$ cat config.mk
export PLATFORM = sky130hd
export DESIGN_NAME = mult_control
export DESIGN_NICKNAME = d
export VERILOG_FILES = /design/src/rtl/mult_control.sv
export SDC_FILE = /design/constraint.sdc
export NUM_CORES = 1
export LEC_CHECK = 0
export BUFFER_PORTS_ARGS = -buffer_cell sky130_fd_sc_hd__clkbuf_2
export CAP_MARGIN = 25
export CORE_MARGIN = 2
export CORE_UTILIZATION = 25
export DETAILED_ROUTE_END_ITERATION = 8
export PLACE_DENSITY = 0.51
export SLEW_MARGIN = 20
export SYNTH_ARGS = -nofsm -noshare
export SYNTH_HDL_FRONTEND = slang
export SYNTH_SLANG_ARGS = --single-unit
export TNS_END_PERCENT = 30
$ cat constraint.sdc
create_clock -name Clk -period 1.5 [get_ports Clk]
set_input_delay 0.3 -clock Clk [delete_from_list [all_inputs] [get_ports Clk]]
set_output_delay 0.3 -clock Clk [all_outputs]
set_load 0.05 [all_outputs]
$ cat src/rtl/mult_control.sv
// Control FSM for the 8-bit signed add-shift multiplier: clear/load, then WIDTH
// add/shift iterations with a subtract on the last one, then hold until Run drops.
module mult_control #(
  parameter int WIDTH = 8
) (
  input  logic Clk,
  input  logic Reset,
  input  logic Run,
  input  logic ClearA_LoadB,
  input  logic M,
  output logic Clr_Ld,
  output logic ClrA,
  output logic Ld_A,
  output logic Fn,
  output logic Shift,
  output logic Busy,
  output logic Done
);

  localparam int CW = $clog2(WIDTH);

  typedef enum logic [2:0] {IDLE, CLRA, ADD, SHIFT, HOLD} state_t;

  state_t        state, state_nxt;
  logic [CW-1:0] cnt, cnt_nxt;
  logic          armed;
  logic          last;

  assign last = (cnt == CW'(WIDTH - 1));

  // armed masks the combinational Clr_Ld on the first cycle out of reset
  always_ff @(posedge Clk or negedge Reset) begin
    if (!Reset) begin
      state <= IDLE;
      cnt   <= '0;
      armed <= 1'b0;
    end else begin
      state <= state_nxt;
      cnt   <= cnt_nxt;
      armed <= 1'b1;
    end
  end

  always_comb begin
    state_nxt = state;
    cnt_nxt   = cnt;
    Clr_Ld    = 1'b0;
    ClrA      = 1'b0;
    Ld_A      = 1'b0;
    Fn        = 1'b0;
    Shift     = 1'b0;
    Busy      = 1'b0;
    Done      = 1'b0;
    case (state)
      IDLE: begin
        if (Run)                        state_nxt = CLRA;
        else if (ClearA_LoadB && armed) Clr_Ld    = 1'b1;
      end
      CLRA: begin
        ClrA      = 1'b1;
        Busy      = 1'b1;
        cnt_nxt   = '0;
        state_nxt = ADD;
      end
      ADD: begin
        Busy      = 1'b1;
        Ld_A      = M;
        Fn        = last;  // final partial product carries negative weight
        state_nxt = SHIFT;
      end
      SHIFT: begin
        Busy  = 1'b1;
        Shift = 1'b1;
        if (last) begin
          state_nxt = HOLD;
        end else begin
          cnt_nxt   = cnt + 1'b1;
          state_nxt = ADD;
        end
      end
      HOLD: begin
        Done = 1'b1;
        if (!Run) state_nxt = IDLE;
      end
      default: state_nxt = IDLE;
    endcase
  end

endmodule

==> results.toml <==
[timing]
fin_tns_setup_ps = -165
min_period_ps = 1630
drv_slew = 0
setup_viol = 4
rsz0062_at_grt = "true"
max_freq_mhz = 615
period_share = 1.08
hold_viol_final = 0
skew_ps = 5.03
fin_ws_ps = -127

[synthesis]
syn_inst = 37
seq_area_frac_synth = 0.476
synth_simple_gate_area_share = 0.337
synth_xor_area_frac = 0
syn-num-nets = 44
synthAdderAreaFrac = 0.0680
syn_area_per_cell_um2 = 9.94
syn_area_um2 = 368
synth_compound_area_frac = 0.109
ys_ff_latch = 7
synth_top_family_by_area = "simple AND/OR/NAND/NOR gates"
synth_top_cell_by_area = "dfrtp_1"
muxShareOfSynthArea = 0
synth_cell_types = 19
yosysWarnings = 0
netlist_top_cells_area = "dfrtp_1, ha_1, and3b_2"
yosysTopAreaCellShare = 0.476

[run_status]
violations = "negative setup slack"
outcome = "complete, but fails checks"

[critical_path]
worstSetupStartpointType = "register"
crit_path_top_delay_cell = "dfrtp_1"
worst_setup_path_end_kind = "primary output"
cp_max_fo = 2
cp.required_ps = 1200
critPathMaxStageDelay_ps = 380
arrival_ps = 1330
crit_top_cell = "ha_2"
crit_chain = "ha_2, ha_2, and3b_2, buf_8"
crit_type = "reg -> out"

[cts]
cts_buffers = 3
post_cts_buffers = 0
clk_path_buf_depth = 2
clkLatencyLatePin_ps = 240
cts_tree = "done"
clock-root-buffer = "clkbuf_4"
cts.sinks = 7
cts_max_level = 1
clk_pin_slew_ps = 50

[grt]
grt_pass1_wl_um = 1240
grtUsageTotal = 0.0934
grt_max_degree = 8
grt-ovfl-total = 0
grt_pass1_vias = 313
antenna_found_initial = 0

[finish]
layout-drive-gt1-share = 0.526
finish.net_count = 65
syn2layout_area_growth_pct = 58.5
antenna_cells = 0
fillers = 133
layoutNonFillerInstCount = 72

[power]
internal_power_mw = 0.663
power_frac_comb = 0.598
ir_drop_uv = 818
p_leak_nw = 0.266
p_seq_frac = 0.267
switchingPower_mw = 0.527
powerDensity_nw_per_um2 = 2040
sw_frac_of_total = 0.443
p_clk_frac = 0.136

[floorplan]
die_x_um = 42.4
fp.coreArea_um2 = 1330
initial_core_util = 0.276
fp.dieH_um = 42.4
pin_count = 12
die-area_um2 = 1790
fp-row-count = 13

[routing]
vias_per_cell = 4.60
drt_iter0_markers = 11
drc_errors = 0
wire_per_inst_um = 9.90
wl_um = 713
vias = 331
firstDrtPassIters = 4
drtAntennaViolNets = 0

[placed_design]
place_ws_ps = 32.3
dpl.cell_count = 67
io_buffers = 11
place_congestion = 0.626

[hold_path]
hp-class = "in -> reg"

[run]
cap_violations = 0
## state kept, by name, summed over array words and instances (netlist names)
name	cells
cnt	3
state	3
armed	1
## power by group through the flow
stage	Sequential (mW)	Combinational [mW]	Clock [mW]
after CTS	0.308	0.707	0.171
final	0.317	0.711	0.161
after floorplan	0.327	0.445	0
after global routing	0.327	0.781	0.181
after global placement	0.306	0.639	0
after detailed placement	0.310	0.641	0
## area by class of cell
class / count / area [µm²] / share of cell area
repair buffers: 16 / 141 / 0.242
multi-input cells: 30 / 221 / 0.380
flip-flops and latches: 7 / 175 / 0.300
well taps: 15 / 18.8 / 0.0322
clock buffers: 4 / 26.3 / 0.0451
## layout by cell type (no fill, tap or decap)
master | Yosys | routed
dlygate4sd3_1 | 0 | 1
buf_8 | 0 | 2
and2_1 | 2 | 1
nand2_1 | 2 | 2
and3_2 | 1 | 1
conb_1 | 1 | 1
buf_6 | 0 | 1
clkbuf_8 | 0 | 2
clkbuf_4 | 0 | 3
clkbuf_2 | 0 | 4
nand2b_1 | 1 | 1
o21ai_1 | 3 | 3
a32o_1 | 1 | 1
or2_4 | 1 | 1
and3b_2 | 2 | 2
nor3_1 | 3 | 2
nand3_2 | 0 | 1
buf_2 | 0 | 1
dfrtp_1 | 7 | 7
nor3_4 | 0 | 1
clkbuf_1 | 0 | 1
and2b_1 | 1 | 1
nor2_1 | 3 | 3
o21ai_0 | 3 | 3
and2_2 | 1 | 1
buf_4 | 0 | 5
nand2b_2 | 1 | 1
ha_2 | 0 | 2
nor2_4 | 0 | 1
and2_4 | 0 | 1
## stage by stage
| stage | power, mW | hold slack (ps) | utilization | area, µm² |
|---|---|---|---|---|
| 2_1_floorplan | 0.772 | 4.41 | - | 379 |
| 3_3_place_gp | 0.945 | 139 | 0.362 | 483 |
| 3_5_place_dp | 0.951 | 142 | 0.362 | 483 |
| 4_1_cts | 1.19 | 366 | 0.419 | 559 |
| 5_1_grt | 1.29 | 389 | 0.437 | 583 |
| 6_report | 1.19 | 368 | 0.437 | 583 |
## synth_stat cells (all sizes together)
master and number:
nor3 3, and2b 1, or2 1, and3 1, and3b 2, nand2 2, o21ai 6, nor2 4
and2 3, nand2b 2, a32o 1, ha 2, nand3 1, conb 1, dfrtp 7
## routing by layer
| metal | vias to the layer above | share of wire | routed length (µm) | GRT usage |
|---|---|---|---|---|
| li1 | 167 | - | - | - |
| met1 | 156 | 0.47 | 335 | 0.125 |
| met2 | 8 | 0.48 | 339 | 0.132 |
| met3 | 0 | 0.053 | 38 | 0.0129 |
| met4 | 0 | 0 | 0 | 0.0750 |
| met5 | - | 0 | 0 | 0 |
## logic make-up (layout without fill, tap and decap cells)
kind of cell	Yosys count	after routing
simple gates	20	20
compound gates	7	7
flops	7	7
fa+ha+maj	2	2
other cells	1	1
buf+inv	0	20
## path summary, 6_finish.rpt
kind	start	endpoint	slack (ps)	cells past startpoint
max	cnt[1]$_DFFE_PN0P_	Fn	-130	4
min	Run	state[0]$_DFFE_PN0P_	370	3
max reg2reg	cnt[1]$_DFFE_PN0P_	cnt[1]$_DFFE_PN0P_	120	6
min reg2reg	cnt[2]$_DFFE_PN0P_	cnt[2]$_DFFE_PN0P_	550	2
max in group asynchronous	Reset	state[2]$_DFFE_PN0P_	920	2
min in group asynchronous	Reset	cnt[2]$_DFFE_PN0P_	420	2
## critical path: cells and delay by family, from the launching register on
kind                       cells  cell delay, ps
DFF                            1             380
adders and majority gates      2             350
and+or+nand+nor                1             200
buffers and inverters          1             150
## timing repair
action	CTS	global route
hold buffers	1	0
endpoints found under the hold margin	7	0
pin swaps	2	0
setup endpoints to repair	6	7
gates resized for setup	10	13
No activity file was read; power rests on OpenSTA's default activity.
